[src/rtl/mmc1_pkg.sv]
// Shared definitions for the MMC1 serial-load configuration sequencer:
// register-select codes, serial length and the sequencer state encoding.
package mmc1_pkg;

  localparam logic [1:0] REG_CONTROL = 2'b00;
  localparam logic [1:0] REG_CHR0    = 2'b01;
  localparam logic [1:0] REG_CHR1    = 2'b10;
  localparam logic [1:0] REG_PRG     = 2'b11;

  localparam int         SER_BITS = 5;
  localparam logic [2:0] BIT_LAST = 3'(SER_BITS - 1);

  typedef enum logic [2:0] {
    ST_IDLE       = 3'd0,
    ST_WAIT_ALIGN = 3'd1,
    ST_BUS        = 3'd2,
    ST_GAP        = 3'd3,
    ST_FINISH     = 3'd4
  } seq_state_t;

  // Bit of the register value carried by serial bus cycle idx (LSB first).
  function automatic logic ser_bit(input logic [4:0] data, input logic [2:0] idx);
    logic b;
    if (idx < 3'd5) begin
      b = data[idx];
    end else begin
      b = 1'b0;
    end
    return b;
  endfunction

endpackage

[src/rtl/mmc1_m2_gen.sv]
// CPU_M2 phase generator. Owns the free-running phase counter (one bus
// cycle = 2*M2_DIV clocks, M2 high in the second half) and tells the
// sequencer when the counter is about to wrap and whether the count loaded
// on the next edge lies inside the nCPU_ROMSEL low window.
import mmc1_pkg::*;

module mmc1_m2_gen #(
  parameter int M2_DIV     = 4,
  parameter int ROMSEL_DLY = 1
) (
  input  logic clk,
  input  logic rst_n,
  output logic m2,
  output logic wrap,
  output logic romsel_window
);

  localparam int CW = $clog2(2 * M2_DIV);

  localparam logic [CW-1:0] CNT_LAST = CW'(2 * M2_DIV - 1);
  localparam logic [CW-1:0] CNT_ONE  = CW'(1);
  localparam logic [CW-1:0] CNT_ZERO = CW'(0);
  localparam logic [CW-1:0] M2_LO    = CW'(M2_DIV);
  localparam logic [CW-1:0] WIN_LO   = CW'(M2_DIV + ROMSEL_DLY);

  logic [CW-1:0] cnt_r;
  logic [CW-1:0] cnt_s;
  logic          m2_r;

  // Next phase count: wraps to zero after the last M2-high clock.
  always_comb begin
    cnt_s = CNT_ZERO;
    if (cnt_r == CNT_LAST) begin
      cnt_s = CNT_ZERO;
    end else begin
      cnt_s = cnt_r + CNT_ONE;
    end
  end

  // Phase counter and registered M2, kept in lock-step with the count.
  always_ff @(posedge clk or negedge rst_n) begin
    if (!rst_n) begin
      cnt_r <= CNT_ZERO;
      m2_r  <= 1'b0;
    end else begin
      cnt_r <= cnt_s;
      m2_r  <= (cnt_s >= M2_LO);
    end
  end

  assign m2            = m2_r;
  assign wrap          = (cnt_r == CNT_LAST);
  assign romsel_window = (cnt_s >= WIN_LO);

endmodule

[src/rtl/mmc1_cfg_sequencer.sv]
// MMC1 serial-load configuration sequencer. Turns one host request into
// either five LSB-first single-bit writes or one D7=1 shift-register reset
// write on the mapper CPU bus, every output registered on CLK.
// Optional build macro MMC1_SEQ_GAP_EN: inserts one idle bus cycle between
// successive serial bits of a data write (9 bus cycles per write).
import mmc1_pkg::*;

module mmc1_cfg_sequencer #(
  parameter int M2_DIV     = 4,
  parameter int ROMSEL_DLY = 1
) (
  input  logic       CLK,
  input  logic       nRST,
  input  logic       REQ_VALID,
  output logic       REQ_READY,
  input  logic       REQ_RESET,
  input  logic [1:0] REQ_REG,
  input  logic [4:0] REQ_DATA,
  output logic       DONE,
  output logic       CPU_M2,
  output logic       nCPU_ROMSEL,
  output logic       nCPU_RW,
  output logic       CPU_A14,
  output logic       CPU_A13,
  output logic       CPU_D7,
  output logic       CPU_D0
);

  seq_state_t state_r, state_s;
  logic [2:0] bit_r, bit_s;
  logic       accept_s;

  logic       req_reset_r;
  logic [1:0] req_reg_r;
  logic [4:0] req_data_r;

  logic wrap_s;
  logic romsel_win_s;

  logic ready_s, done_s, romsel_s, rw_s, a14_s, a13_s, d7_s, d0_s;
  logic ready_r, done_r, romsel_r, rw_r, a14_r, a13_r, d7_r, d0_r;

  mmc1_m2_gen #(
    .M2_DIV     (M2_DIV),
    .ROMSEL_DLY (ROMSEL_DLY)
  ) u_m2_gen (
    .clk           (CLK),
    .rst_n         (nRST),
    .m2            (CPU_M2),
    .wrap          (wrap_s),
    .romsel_window (romsel_win_s)
  );

  // Next state, bit index and request acceptance; bus cycles change on wrap.
  always_comb begin
    state_s  = state_r;
    bit_s    = bit_r;
    accept_s = 1'b0;
    case (state_r)
      ST_IDLE, ST_FINISH: begin
        if (REQ_VALID) begin
          accept_s = 1'b1;
          state_s  = ST_WAIT_ALIGN;
        end else begin
          state_s  = ST_IDLE;
        end
      end
      ST_WAIT_ALIGN: begin
        if (wrap_s) begin
          state_s = ST_BUS;
          bit_s   = 3'd0;
        end else begin
          state_s = ST_WAIT_ALIGN;
        end
      end
      ST_BUS: begin
        if (wrap_s) begin
          if (req_reset_r || (bit_r == BIT_LAST)) begin
            state_s = ST_FINISH;
          end else begin
`ifdef MMC1_SEQ_GAP_EN
            state_s = ST_GAP;
`else
            state_s = ST_BUS;
            bit_s   = bit_r + 3'd1;
`endif
          end
        end else begin
          state_s = ST_BUS;
        end
      end
      ST_GAP: begin
        if (wrap_s) begin
          state_s = ST_BUS;
          bit_s   = bit_r + 3'd1;
        end else begin
          state_s = ST_GAP;
        end
      end
      default: begin
        state_s = ST_IDLE;
        bit_s   = 3'd0;
      end
    endcase
  end

  // Bus drive for the state and phase being entered, so the registers
  // below present them aligned with the M2 phase.
  always_comb begin
    ready_s  = (state_s == ST_IDLE) || (state_s == ST_FINISH);
    done_s   = (state_s == ST_FINISH);
    romsel_s = 1'b1;
    rw_s     = 1'b1;
    a14_s    = 1'b0;
    a13_s    = 1'b0;
    d7_s     = 1'b0;
    d0_s     = 1'b0;
    if (state_s == ST_BUS) begin
      rw_s     = 1'b0;
      romsel_s = ~romsel_win_s;
      if (req_reset_r) begin
        d7_s  = 1'b1;
      end else begin
        a14_s = req_reg_r[1];
        a13_s = req_reg_r[0];
        d0_s  = ser_bit(req_data_r, bit_s);
      end
    end else begin
      romsel_s = 1'b1;
    end
  end

  // Sequencer state, latched request and registered bus outputs.
  always_ff @(posedge CLK or negedge nRST) begin
    if (!nRST) begin
      state_r     <= ST_IDLE;
      bit_r       <= 3'd0;
      req_reset_r <= 1'b0;
      req_reg_r   <= 2'b00;
      req_data_r  <= 5'b00000;
      ready_r     <= 1'b1;
      done_r      <= 1'b0;
      romsel_r    <= 1'b1;
      rw_r        <= 1'b1;
      a14_r       <= 1'b0;
      a13_r       <= 1'b0;
      d7_r        <= 1'b0;
      d0_r        <= 1'b0;
    end else begin
      state_r <= state_s;
      bit_r   <= bit_s;
      if (accept_s) begin
        req_reset_r <= REQ_RESET;
        req_reg_r   <= REQ_REG;
        req_data_r  <= REQ_DATA;
      end
      ready_r  <= ready_s;
      done_r   <= done_s;
      romsel_r <= romsel_s;
      rw_r     <= rw_s;
      a14_r    <= a14_s;
      a13_r    <= a13_s;
      d7_r     <= d7_s;
      d0_r     <= d0_s;
    end
  end

  assign REQ_READY   = ready_r;
  assign DONE        = done_r;
  assign nCPU_ROMSEL = romsel_r;
  assign nCPU_RW     = rw_r;
  assign CPU_A14     = a14_r;
  assign CPU_A13     = a13_r;
  assign CPU_D7      = d7_r;
  assign CPU_D0      = d0_r;

endmodule

[config.mk]
export PLATFORM = sky130hd
export DESIGN_NAME = mmc1_cfg_sequencer
export DESIGN_NICKNAME = d
export VERILOG_FILES = /design/src/rtl/mmc1_pkg.sv /design/src/rtl/mmc1_m2_gen.sv /design/src/rtl/mmc1_cfg_sequencer.sv
export SDC_FILE = /design/constraint.sdc
export NUM_CORES = 1
export LEC_CHECK = 0
export CAP_MARGIN = 20
export CORE_MARGIN = 8
export CORE_UTILIZATION = 54
export CTS_BUF_LIST = sky130_fd_sc_hd__clkbuf_8
export CTS_CLUSTER_SIZE = 20
export DETAILED_ROUTE_END_ITERATION = 8
export PLACE_DENSITY = 0.81
export SKIP_CTS_REPAIR_TIMING = 1
export SLEW_MARGIN = 20
export SYNTH_ARGS = -nofsm -noshare
export SYNTH_HDL_FRONTEND = slang
export SYNTH_SLANG_ARGS = --single-unit
[constraint.sdc]
create_clock -name CLK -period 2.7 [get_ports CLK]
set_input_delay 0.54 -clock CLK [delete_from_list [all_inputs] [get_ports CLK]]
set_output_delay 0.54 -clock CLK [all_outputs]
set_load 0.05 [all_outputs]
==> impl_metrics.ini, run 1 <==
[cts]
cts_tree = yes
numClockSinks = 25
htree_levels = 1
numCtsBuffers = 3
clk_latency_ns = 0.27
clkTransAtPathRegs_ns = 0.08
max-clock-path-buffers = 2
root_buffer = clkbuf_8

[critical_path]
critPathCaptureType = register
cp-start-kind = register
crit_path_cell_trace = ha_1 -> ha_1 -> inv_1 -> ha_1 -> nand2b_1 -> a211o_2 -> and4_1 -> o2111ai_1 -> o211ai_1
crit_path_top_delay_cell = dfrtp_1
crit_path_max_fanout = 9
crit_top_cell = ha_1
max_stage_delay_ns = 0.39
worst-endpoint-required_ns = 2.84
crit_type = register to register
crit_arrival_ns = 2.50

[route]
drcViolationCount = 0
ant_nets = 0
wl_per_cell_um = 14.3
drt_iter0_drc = 20
num_vias = 854
vias_per_cell = 5.55
firstDrtPassIters = 4
routed_wl_um = 2200

[floorplanning]
start_util = 0.555
dieArea_um2 = 3970
core_region_area_um2 = 2150
ios = 20
rows = 17
die_w_um = 63.0
die_y_um = 63.0

[grt]
grt_pass1_vias = 904
grt_overflow = 0
grt_pass1_wl_um = 3900
antenna_found_initial = 0
grt_usage = 0.119
grt_max_degree = 26

[sta]
worstMarginPinSlew_ns = 0.501
finalSetupViolCount = 0
fin_worst_skew_ns = 0.00523
hold_viol_final = 0
slew_viol_final = 0
slew_headroom = 0.665
period_share = 0.873
rsz0062_at_grt = false
setup_slack_ns = 0.342
min_period_ns = 2.36
setup_tns_ns = 0
timing.fmax_mhz = 424

[logic_synthesis]
netlist_area_um2 = 1190
ys_seq_elements = 25
synth_top_area_frac = 0.462
synth_seq_area_share = 0.528
synthSimpleGateAreaFrac = 0.152
synthMuxAreaShare = 0.0735
synth_top_family_by_area = simple AND/OR/NAND/NOR gates
synth_cells = 105
yosys_warnings = 0
yosysTopAreaCell = dfrtp_1
synth_edf_count = 0
synthXorXnorAreaFrac = 0
ys_types = 40
synthArstFlopShare = 1.00
syn-num-nets = 122
synthAdderAreaFrac = 0.0630
synth.avg_cell_area_um2 = 11.4
synth-compound-area-share = 0.125
synth_ff_type = dfrtp_1
synth.area.top_cells = dfrtp_1, dfstp_2, ha_1, mux2_2, inv_1

[placed_design]
place_congestion = 0.840
dp_cells = 150
dpl_cell_area_um2 = 1410
portBuffers = 19
dp_slack_ns = 0.355

[pwr]
seqPwrFrac = 0.424
power_density_nw_per_um2 = 990
p_sw_mw = 0.557
p_int_mw = 0.883
combPwrFrac = 0.426
p_leak_nw = 0.655
switching_share = 0.387
clkPwrFrac = 0.150
ir_worst_vdd_mv = 0.631

[layout]
syn_to_final_growth_pct = 21.9
multi_input_area_um2 = 493
regArea_um2 = 629
layout.cells.non_filler = 154
layout_commonest_cell = dfrtp_1
layout_common_cells = dfrtp_1, clkdlybuf4s50_1, inv_1
n_fill_cell = 166
final_area_um2 = 1450
diodes = 0
final_layout_size_suffix_gt1_frac = 0.198
fin_nets = 144

[run]
cap_viol_max_count = 0

[outcome]
outcome = finished, final reports clean

[min_path]
holdCritPathClass = register to register
-- sequential cells by signal, indices dropped and copies added (netlist names) --
register        flops
nCPU_ROMSEL         1
req_reg_r           2
CPU_D7              1
req_data_r          5
u_m2_gen.cnt_r      3
nCPU_RW             1
DONE                1
state_r             3
REQ_READY           1
CPU_A14             1
CPU_A13             1
CPU_D0              1
req_reset_r         1
bit_r               3
-- layer usage --
layer  vias up  track usage  routed length, um
li1        407            -                  -
met2        21        0.210               1130
met1       422        0.132                915
met4         0       0.0427                 33
met3         4       0.0323                112
met5         -            0                  0
-- layout make-up --
| cell class | instances | area share |
|---|---|---|
| flip-flops and latches | 25 | 0.433 |
| well taps | 28 | 0.0241 |
| clock buffers | 3 | 0.0284 |
| inverters | 10 | 0.0258 |
| repair buffers | 22 | 0.146 |
| clock inverters | 1 | 0.00344 |
| multi-input cells | 65 | 0.339 |
-- power by group through the flow --
stage	Sequential, mW	Combinational, mW	Clock [mW]
CTS	0.611	0.619	0.226
global route	0.630	0.673	0.239
detailed placement	0.618	0.614	0
floorplan	0.690	0.361	0
finish	0.611	0.613	0.216
global placement	0.613	0.596	0
-- worst paths after layout --
kind / startpoint / end / slack [ns] / depth (start not counted)
min in group asynchronous: nRST / req_data_r[1] / 0.63 / 2
worst min register to register: u_m2_gen.cnt_r[0] / u_m2_gen.cnt_r[0] / 0.47 / 1
max in group asynchronous: nRST / REQ_READY / 1.79 / 2
worst max-delay path: u_m2_gen.cnt_r[0] / CPU_D0 / 0.34 / 9
worst min-delay path: u_m2_gen.cnt_r[0] / u_m2_gen.cnt_r[0] / 0.47 / 1
worst max register to register: u_m2_gen.cnt_r[0] / CPU_D0 / 0.34 / 9
-- critical path: cells and delay by family, from the launching register on --
family / cells / cell delay (ns)
AO/OA/AOI/OAI: 3 / 0.63
adder cells (fa/ha/maj): 3 / 0.76
buffers and inverters: 1 / 0.12
flip-flops: 1 / 0.39
AND/OR/NAND/NOR: 2 / 0.34
-- synthesized netlist by cell type, types with 2 or more instances --
| library cell | instances |
|---|---|
| dfrtp_1 | 22 |
| inv_1 | 9 |
| ha_1 | 6 |
| mux2_2 | 6 |
| nand2_1 | 6 |
| o21ai_0 | 5 |
| nor2_1 | 4 |
| dfstp_2 | 3 |
| o211ai_1 | 3 |
| a21o_1 | 2 |
| and2_1 | 2 |
| and3_2 | 2 |
| buf_2 | 2 |
| mux2i_1 | 2 |
| nand2b_1 | 2 |
| nand3_1 | 2 |
| nand4_1 | 2 |
| nor3b_1 | 2 |
| o2111ai_1 | 2 |
-- kinds of logic (layout without fill, tap and decap cells) --
kind of cell / Yosys count / in the layout
AO/OA/AOI/OAI: 21 / 21
adder cells (fa/ha/maj): 6 / 6
buffers and inverters: 15 / 36
flip-flops: 25 / 25
multiplexers: 8 / 8
AND/OR/NAND/NOR: 30 / 30
-- metrics by stage --
step                total power, mW  hold WS (ns)  utilization
global placement               1.21         0.438        0.655
detailed placement             1.23         0.457        0.655
global route                   1.54         0.484        0.677
floorplan                      1.05         0.244            -
CTS                            1.46         0.471        0.677
finish                         1.44         0.469        0.677
(Power assumes the default switching activity.)
==> run 2, diff against run 1 <==
CTS_CLUSTER_SIZE = unset   (was 20)
==> results of run 2 <==
The final DEF is identical to that of run 1; final timing and power are the same.
